===== src/rtl/ann_mac_engine_if.sv =====
// Engine-side bundle: start/done handshake, indexed buffer read port, and classification result.
// "master" is the buffer/controller side; "slave" is the MAC engine.
interface ann_mac_engine_if #(
  parameter int N_PIX = 64,
  parameter int N_NEU = 16,
  parameter int DW    = 16
);
  localparam int PW = $clog2(N_PIX);
  localparam int NW = $clog2(N_NEU);
  localparam int IW = $clog2(N_NEU * N_PIX);

  logic          start;
  logic          rd_en;
  logic [PW-1:0] image_idx;
  logic [IW-1:0] weight_idx;
  logic [DW-1:0] image_data;
  logic [DW-1:0] weight_data;
  logic          busy;
  logic          p_done;
  logic [NW-1:0] result_class;
  logic [DW-1:0] result_score;

  modport master (
    output start, image_data, weight_data,
    input  rd_en, image_idx, weight_idx, busy, p_done, result_class, result_score
  );

  modport slave (
    input  start, image_data, weight_data,
    output rd_en, image_idx, weight_idx, busy, p_done, result_class, result_score
  );
endinterface


===== src/rtl/ann_mac_engine.sv =====
// 16-neuron Q8.8 MAC with ReLU/saturation and argmax; p_done N_NEU*(N_PIX+2)+1 cycles after start.
// No backpressure: buffers must return data exactly one cycle after rd_en; start ignored unless idle.
module ann_mac_engine #(
  parameter int N_PIX = 64,
  parameter int N_NEU = 16,
  parameter int DW    = 16,
  parameter int FRAC  = 8,
  parameter int ACC_W = 40
) (
  input  logic             clk,
  input  logic             rst,
  ann_mac_engine_if.slave  bus
);
  localparam int PW = $clog2(N_PIX);
  localparam int NW = $clog2(N_NEU);
  localparam int IW = $clog2(N_NEU * N_PIX);
  localparam logic signed [ACC_W-1:0] SCORE_MAX = ACC_W'((1 << (DW - 1)) - 1);

  typedef enum logic [2:0] {IDLE, FETCH, DRAIN, STORE, DONE} state_t;

  state_t                   state, state_n;
  logic [PW-1:0]            pix;
  logic [NW-1:0]            neu;
  logic signed [ACC_W-1:0]  acc;
  logic                     vld_d;
  logic [DW-1:0]            best_score, best_score_n;
  logic [NW-1:0]            best_class, best_class_n;
  logic                     rd_en_q, busy_q, p_done_q;
  logic [NW-1:0]            res_class;
  logic [DW-1:0]            res_score;

  logic signed [2*DW-1:0]   prod;
  logic signed [ACC_W-1:0]  shifted;
  logic [DW-1:0]            v;

  assign prod = $signed(bus.image_data) * $signed(bus.weight_data);

  always_comb begin
    state_n      = state;
    shifted      = acc >>> FRAC;
    v            = '0;
    best_score_n = best_score;
    best_class_n = best_class;

    if (shifted < 0)
      v = '0;
    else if (shifted > SCORE_MAX)
      v = SCORE_MAX[DW-1:0];
    else
      v = shifted[DW-1:0];

    // Strict compare keeps the lowest-index neuron on ties
    if (state == STORE && v > best_score) begin
      best_score_n = v;
      best_class_n = neu;
    end

    case (state)
      IDLE:    if (bus.start) state_n = FETCH;
      FETCH:   if (pix == PW'(N_PIX - 1)) state_n = DRAIN;
      DRAIN:   state_n = STORE;
      STORE:   state_n = (neu == NW'(N_NEU - 1)) ? DONE : FETCH;
      DONE:    state_n = IDLE;
      default: state_n = IDLE;
    endcase
  end

  always_ff @(posedge clk) begin
    if (rst) begin
      state      <= IDLE;
      pix        <= '0;
      neu        <= '0;
      acc        <= '0;
      vld_d      <= 1'b0;
      best_score <= '0;
      best_class <= '0;
      rd_en_q    <= 1'b0;
      busy_q     <= 1'b0;
      p_done_q   <= 1'b0;
      res_class  <= '0;
      res_score  <= '0;
    end else begin
      state    <= state_n;
      rd_en_q  <= (state_n == FETCH);
      busy_q   <= (state_n != IDLE);
      p_done_q <= (state_n == DONE);
      vld_d    <= rd_en_q;

      if (vld_d)
        acc <= acc + {{(ACC_W - 2*DW){prod[2*DW-1]}}, prod};

      case (state)
        IDLE: if (bus.start) begin
          pix        <= '0;
          neu        <= '0;
          acc        <= '0;
          best_score <= '0;
          best_class <= '0;
        end
        FETCH: pix <= pix + 1'b1;
        STORE: begin
          best_score <= best_score_n;
          best_class <= best_class_n;
          acc        <= '0;
          pix        <= '0;
          if (state_n == DONE) begin
            res_class <= best_class_n;
            res_score <= best_score_n;
          end else begin
            neu <= neu + 1'b1;
          end
        end
        default: ;
      endcase
    end
  end

  assign bus.rd_en        = rd_en_q;
  assign bus.image_idx    = pix;
  assign bus.weight_idx   = IW'(neu) * IW'(N_PIX) + IW'(pix);
  assign bus.busy         = busy_q;
  assign bus.p_done       = p_done_q;
  assign bus.result_class = res_class;
  assign bus.result_score = res_score;
endmodule


===== src/flat_wrapper.sv =====
// flat-port wrapper written by rule: the top's interface ports become plain ports
module ann_mac_engine_flat 
#(
  parameter int N_PIX = 64,
  parameter int N_NEU = 16,
  parameter int DW    = 16,
  parameter int FRAC  = 8,
  parameter int ACC_W = 40
)
  (clk, rst, bus_start, bus_image_data, bus_weight_data, bus_rd_en, bus_image_idx, bus_weight_idx, bus_busy, bus_p_done, bus_result_class, bus_result_score);
  ann_mac_engine_if #(.N_PIX(N_PIX), .N_NEU(N_NEU), .DW(DW)) bus_i ();
  input  logic clk;
  input  logic rst;
  input wire logic [$bits(bus_i.start)-1:0] bus_start;
  input wire logic [$bits(bus_i.image_data)-1:0] bus_image_data;
  input wire logic [$bits(bus_i.weight_data)-1:0] bus_weight_data;
  output wire logic [$bits(bus_i.rd_en)-1:0] bus_rd_en;
  output wire logic [$bits(bus_i.image_idx)-1:0] bus_image_idx;
  output wire logic [$bits(bus_i.weight_idx)-1:0] bus_weight_idx;
  output wire logic [$bits(bus_i.busy)-1:0] bus_busy;
  output wire logic [$bits(bus_i.p_done)-1:0] bus_p_done;
  output wire logic [$bits(bus_i.result_class)-1:0] bus_result_class;
  output wire logic [$bits(bus_i.result_score)-1:0] bus_result_score;
  assign bus_i.start = bus_start;
  assign bus_i.image_data = bus_image_data;
  assign bus_i.weight_data = bus_weight_data;
  assign bus_rd_en = bus_i.rd_en;
  assign bus_image_idx = bus_i.image_idx;
  assign bus_weight_idx = bus_i.weight_idx;
  assign bus_busy = bus_i.busy;
  assign bus_p_done = bus_i.p_done;
  assign bus_result_class = bus_i.result_class;
  assign bus_result_score = bus_i.result_score;
  ann_mac_engine #(.N_PIX(N_PIX), .N_NEU(N_NEU), .DW(DW), .FRAC(FRAC), .ACC_W(ACC_W)) u_core (.clk(clk), .rst(rst), .bus(bus_i));
endmodule

===== config.mk =====
export PLATFORM = sky130hd
export DESIGN_NAME = ann_mac_engine_flat
export DESIGN_NICKNAME = d
export VERILOG_FILES = /design/src/rtl/ann_mac_engine_if.sv /design/src/rtl/ann_mac_engine.sv /design/src/flat_wrapper.sv
export SDC_FILE = /design/constraint.sdc
export NUM_CORES = 1
export LEC_CHECK = 0
export ABC_CLOCK_PERIOD_IN_PS = 9200
export BUFFER_PORTS_ARGS = -buffer_cell sky130_fd_sc_hd__clkbuf_2
export CORE_UTILIZATION = 24
export CTS_CLUSTER_DIAMETER = 60
export DETAILED_ROUTE_END_ITERATION = 8
export GPL_TIMING_DRIVEN = 0
export SLEW_MARGIN = 0
export SYNTH_ARGS = -nofsm -noshare
export SYNTH_HDL_FRONTEND = slang
export SYNTH_SLANG_ARGS = --single-unit

===== constraint.sdc =====
create_clock -name clk -period 9.2 [get_ports clk]
set_clock_uncertainty 0.15 [all_clocks]
set_input_delay 0.92 -clock clk [delete_from_list [all_inputs] [get_ports clk]]
set_output_delay 0.92 -clock clk [all_outputs]
set_load 0.03 [all_outputs]

# Word-level counts from Yosys, hierarchy flattened
# Cells that the tools add are included.
[word_totals]
register_bits = 97
elab_cells = 57
inputBits = 35
output_inout_bits = 39
[op_classes]
mul = 1
muxes = 19
n_reduce_logical = 9
n_lt_le_gt_ge = 3
eq_ne = 9
n_addsub = 4
[op_table]
columns = ["op", "n"]
rows = [
  ["2-to-1 mux 40 bit", 2],
  ["case mux 40 bit (2 select lines)", 1],
  ["2-to-1 mux 16 bit", 4],
  ["adder 40 bit", 1],
  ["greater-than comparator 32 x 16 -> 1 bit, second input constant", 1],
  ["less-than comparator 32 x 1 -> 1 bit, second input constant", 1],
  ["multiplier 16 x 16 -> 32 bit", 1],
  ["case mux 16 bit (2 select lines)", 1],
  ["case mux 6 bit (3 select lines)", 1],
  ["greater-than comparator 16 bit", 1],
  ["case mux 4 bit (2 select lines)", 2],
  ["2-to-1 mux 4 bit", 3],
  ["case mux 3 bit (4 select lines)", 1],
  ["adder 10 x 6 -> 10 bit", 1],
  ["2-to-1 mux 3 bit", 3],
  ["adder 6 x 1 -> 6 bit, second input constant", 1],
  ["== test 3 x 1 -> 1 bit, second input constant", 2],
  ["== test 3 x 2 -> 1 bit, second input constant", 2],
  ["== test 6 bit, second input constant", 1],
  ["2-to-1 mux 6 bit", 1],
  ["AND reduction 2 bit", 3],
  ["nonzero test 3 bit", 2],
  ["adder 4 x 1 -> 4 bit, second input constant", 1],
  ["== test 4 bit, second input constant", 1],
  ["6 further kinds", 7],
]

# Depth between registers and ports, before layout
[depth]
ltp_word = 7
ltp_mapped = 36
depth_no_buf = 35

# Worst setup path before layout
# No wires, ideal clock.
[synth_timing]
path_type = "input port to flip-flop"
from = "input bus_image_data[15]"
to = "register u_core.acc[39]"
arrival_time_ns = 8.664
setup_ns = 0.114
t_required_ns = 8.936
stages = 31
setup_slack_ns = 0.272
path_cell_list = "clkbuf_1 nand2_1 inv_1 fa_1 fa_1 fa_1 fa_1 fa_1 inv_1 fa_1 inv_1 ha_1 a21o_1 a21o_1 or2b_2 a21oi_2 a211oi_2 o211a_1 a211oi_4 ha_1 a21o_1 a21o_1 a21o_1 a21oi_1 nor2b_1 o21ai_0 or2b_2 a221oi_2 xnor2_1 a21o_1 a21oi_2"
[synth_between]
elab_chain_cells = 5
[synth_lines]
columns = ["element", "line", "rtl"]
rows = [
  ["from (decl)", "flat_wrapper.sv:15", "input wire logic [$bits(bus_i.image_data)-1:0] bus_image_data;"],
  ["multiplier 16 x 16 -> 32 bit *", "ann_mac_engine.sv:36", "assign prod = $signed(bus.image_data) * $signed(bus.weight_data);"],
  ["adder 40 bit *", "ann_mac_engine.sv:90", "acc <= acc + {{(ACC_W - 2*DW){prod[2*DW-1]}}, prod};"],
  ["2-to-1 mux 40 bit *", "ann_mac_engine.sv:89", "if (vld_d)"],
  ["2-to-1 mux 40 bit", "ann_mac_engine.sv:93", "IDLE: if (bus.start) begin"],
  ["case mux 40 bit (2 select lines) *", "ann_mac_engine.sv:92", "case (state)"],
  ["to (signal assigned)", "ann_mac_engine.sv:90", ""],
  ["to (decl)", "ann_mac_engine.sv:24", "logic signed [ACC_W-1:0] acc;"],
]
# Every way passes the cells marked *; elsewhere a longest branch is shown, timed or not.
# A chain may end at the register's enable or synchronous reset.

# Worst setup path in the final report
[layout_timing]
from = "input bus_weight_data[5]"
to = "register u_core.acc[39]"
[layout_between]
elab_chain_cells = 5
[layout_lines]
columns = ["element", "line", "rtl"]
rows = [
  ["from (decl)", "flat_wrapper.sv:16", "input wire logic [$bits(bus_i.weight_data)-1:0] bus_weight_data;"],
  ["multiplier 16 x 16 -> 32 bit *", "ann_mac_engine.sv:36", ""],
  ["adder 40 bit *", "ann_mac_engine.sv:90", ""],
  ["2-to-1 mux 40 bit *", "ann_mac_engine.sv:89", ""],
  ["2-to-1 mux 40 bit", "ann_mac_engine.sv:93", ""],
  ["case mux 40 bit (2 select lines) *", "ann_mac_engine.sv:92", ""],
]
# Marks and branches as above.

==> impl_results.md <==
* Routed length per placed instance at 14.1 um
* Relative slew slack at 42.0%
* Synth top cells by count: inv_1, fa_1, nand2_1
* Largest net degree at the start of global routing at 20
* Critical Path Start Type: input pin
* Post-synth top area cell: fa_1
* Number of global-route vias before repair at 12.0k
* DRC viols at 2
* Clock sink count at 97
* Ports at 74
* Final period util at 96.8%
* Fmax at 112 MHz
* Crit path capture: u_core.acc[39]$_SDFF_PP0_
* Gpl congestion at 0.903
* Kind of critical path: in2reg
* CTS tree: yes
* Uppermost routed layer: met4
* DR WL met2 at 19800 um
* Synth warnings at 0
* DR vias at 12.2k
* Final Cell Area at 0.0180 mm^2
* M1 WL at 17000 um
* Final wirelength at 39200 um
* Vias per inst at 4.39
* Critical Path Stages at 36
* Total track usage at 11.7%
* Reg2reg path depth at 16
* Asr flop ratio synth at 0%
* CP Max Fanout at 10
* Most common cell in the synthesized netlist: inv_1
* Critical path's top delay family: adder cells
* Final min period at 8.90 ns
* Area post-placement at 0.0175 mm^2
* DRT iter0 DRCs at 536
* Worst r2r dst: u_core.best_score[11]$_SDFFE_PP0P_
* Avg Cell Area, Syn at 8.81 um^2
* Seq cells post-synth at 97
* Clk pin slew, worst setup/hold paths at 0.08 ns
* Layout cells sized above 1 at 10.6%
* Most used cell, CP: fa_1
* WL met3 at 1310 um
* Post-synthesis instance area at 0.0160 mm^2
* Post-synthesis cell count at 1821
* Crit-path max cell delay at 0.56 ns
* Slew Viols, Final at 0
* WP data arrival at 9.04 ns
* PortBufs at 72
* Post-Route Utilization at 27.3%
* Worst r2r src: u_core.acc[29]$_SDFF_PP0_
* Final hold violation count at 0
* Unrepaired setup endpoints after global routing: yes
* Ant. Diodes at 0
* Final nets at 2345
* CTS Buf Count at 9
* CTS Buffer Depth at 2
* TritonRoute pass-1 iters at 7
* Hold_buf cts at 0
* Dominant synthesized flop cell: dfxtp_1
* Global-route wire length before repair at 62800 um
* Root Driver: clkbuf_16
* Post-DP HPWL at 33100 um
* DIE WIDTH at 260 um
* Setup TNS at 0 ns
* Number of synthesized flops with an enable pin at 0
* Area Overhead vs Synth at 12.4%
* Die Y at 260 um
* Syn nets at 2260
* Worst slew pin tran at 0.868 ns
* Gr ovfl total at 0
* Worst setup path start: bus_weight_data[5]
* Maxcap violations at 0
* Initial Utilization at 24.3%
* Status: finished, violations left
* Failing checks: design-rule violations
* Crit-path slowest cell: fa_1
* Die footprint at 0.0678 mm^2
* CP bufs+invs at 8
* Detail Route Antenna Nets at 0
* R2R Setup Slk at 5.05 ns
* Worst setup EP type: flop
* Worst endpoint required time at 9.34 ns
* Row count at 94
* Synth top area cells: fa_1, dfxtp_1, ha_1
* Core Area at 0.0660 mm^2
* H-tree Lvls at 3
* Cell variety after synth at 76
* Worst-Skew Late Latency at 0.36 ns
* Final setup vio count at 0
* Area fraction of the dominant cell type after synthesis at 32.8%
* Sequential element share of the synthesized area at 12.1%
* Initial antenna violation count at 0
* Hold Crit Class: reg2reg
## cell families (layout without fill, tap and decap cells)
family                     after synthesis  in the layout  synth area share [%]
adders and majority gates              404            404                  43.8
DFF                                     97             97                  12.1
buffers and inverters                  400            490                  9.85
xor gates and xnor gates                74             74                  4.04
and+or+nand+nor                        564            564                  16.7
other                                    1              1                0.0234
muxes                                   38             38                  2.37
AOI/OAI and AO/OA                      243            243                  11.0
## layout by cell type, fill, tap and decap left out, types with 13 or more instances in the layout
master	Yosys	final
nand2_1	197	196
clkbuf_2	3	68
dfxtp_1	97	97
o21a_1	13	13
nand3_1	18	18
buf_2	5	14
fa_1	263	261
nor2_1	140	138
inv_1	325	325
mux2i_1	38	38
xnor2_1	54	53
xor2_1	20	20
buf_4	6	24
clkbuf_1	53	23
nor3_1	22	22
a311oi_1	16	16
ha_1	141	137
a21oi_1	69	67
o21ai_0	29	29
a21o_1	41	41
and2_1	126	126
## worst min path at each step
stage	depth (start not counted)	start	endpoint	slack (ns)
2_1_floorplan	2	u_core.best_class[0]$_SDFFE_PP0P_	u_core.best_class[0]$_SDFFE_PP0P_	0.29
3_3_place_gp	2	u_core.best_class[0]$_SDFFE_PP0P_	u_core.best_class[0]$_SDFFE_PP0P_	0.29
3_5_place_dp	2	u_core.best_class[0]$_SDFFE_PP0P_	u_core.best_class[0]$_SDFFE_PP0P_	0.30
4_1_cts	2	u_core.best_class[0]$_SDFFE_PP0P_	u_core.best_class[0]$_SDFFE_PP0P_	0.31
5_1_grt	2	u_core.best_class[0]$_SDFFE_PP0P_	u_core.best_class[0]$_SDFFE_PP0P_	0.33
6_report	2	u_core.best_class[1]$_SDFFE_PP0P_	u_core.best_class[1]$_SDFFE_PP0P_	0.31
## through the flow
| step | cells | worst slack (ns) | hold slack, ns |
|---|---|---|---|
| floorplan | 1821 | 0.272 | 0.287 |
| global placement | 2757 | -0.960 | 0.292 |
| detailed placement | 2757 | -0.967 | 0.297 |
| CTS | 2770 | 0.00178 | 0.308 |
| global route | 2775 | -0.0486 | 0.333 |
| finish | 2775 | 0.299 | 0.307 |
## tightest hold or removal path: stages (launching register included)
cell	delay (ns)
dfxtp_1	0.32
nand2_1	0.05
a21oi_1	0.05
## flip-flops by register name (all words and copies together) (netlist names)
name / count
u_core.bus.result_class: 4
u_core.neu: 4
u_core.bus.busy: 1
u_core.bus.rd_en: 1
u_core.vld_d: 1
u_core.bus.result_score: 16
u_core.acc: 40
u_core.state: 3
u_core.bus.p_done: 1
u_core.best_class: 4
u_core.bus.image_idx: 6
u_core.best_score: 16
## area by class of cell
| type | count | area (um^2) |
|---|---|---|
| buffer | 68 | 447 |
| clock buffer | 9 | 225 |
| clock inverter | 7 | 65.1 |
| fill | 7054 | 48000 |
| inverter | 325 | 1220 |
| multi-input combinational | 1324 | 12600 |
| sequential | 97 | 1940 |
| tap | 864 | 1080 |
| timing repair buffer | 81 | 433 |
## per-layer routing
metal | global-route usage [%] | vias up
met4 | 3.74 | 0
met1 | 14.9 | 6037
met3 | 1.26 | 59
li1 | - | 5898
met5 | 0 | -
met2 | 20.5 | 199
## repair_timing
action	4_1_cts	5_1_grt
pin swaps	1	7
endpoints found under the setup margin	5	10
gates cloned	0	0
gates resized for setup	18	113
setup buffers	2	7
endpoints found under the hold margin	0	0
Power is left out: the tool's default activity adds up to more than one toggle a clock period on the data nets, which glitch-free logic cannot reach.
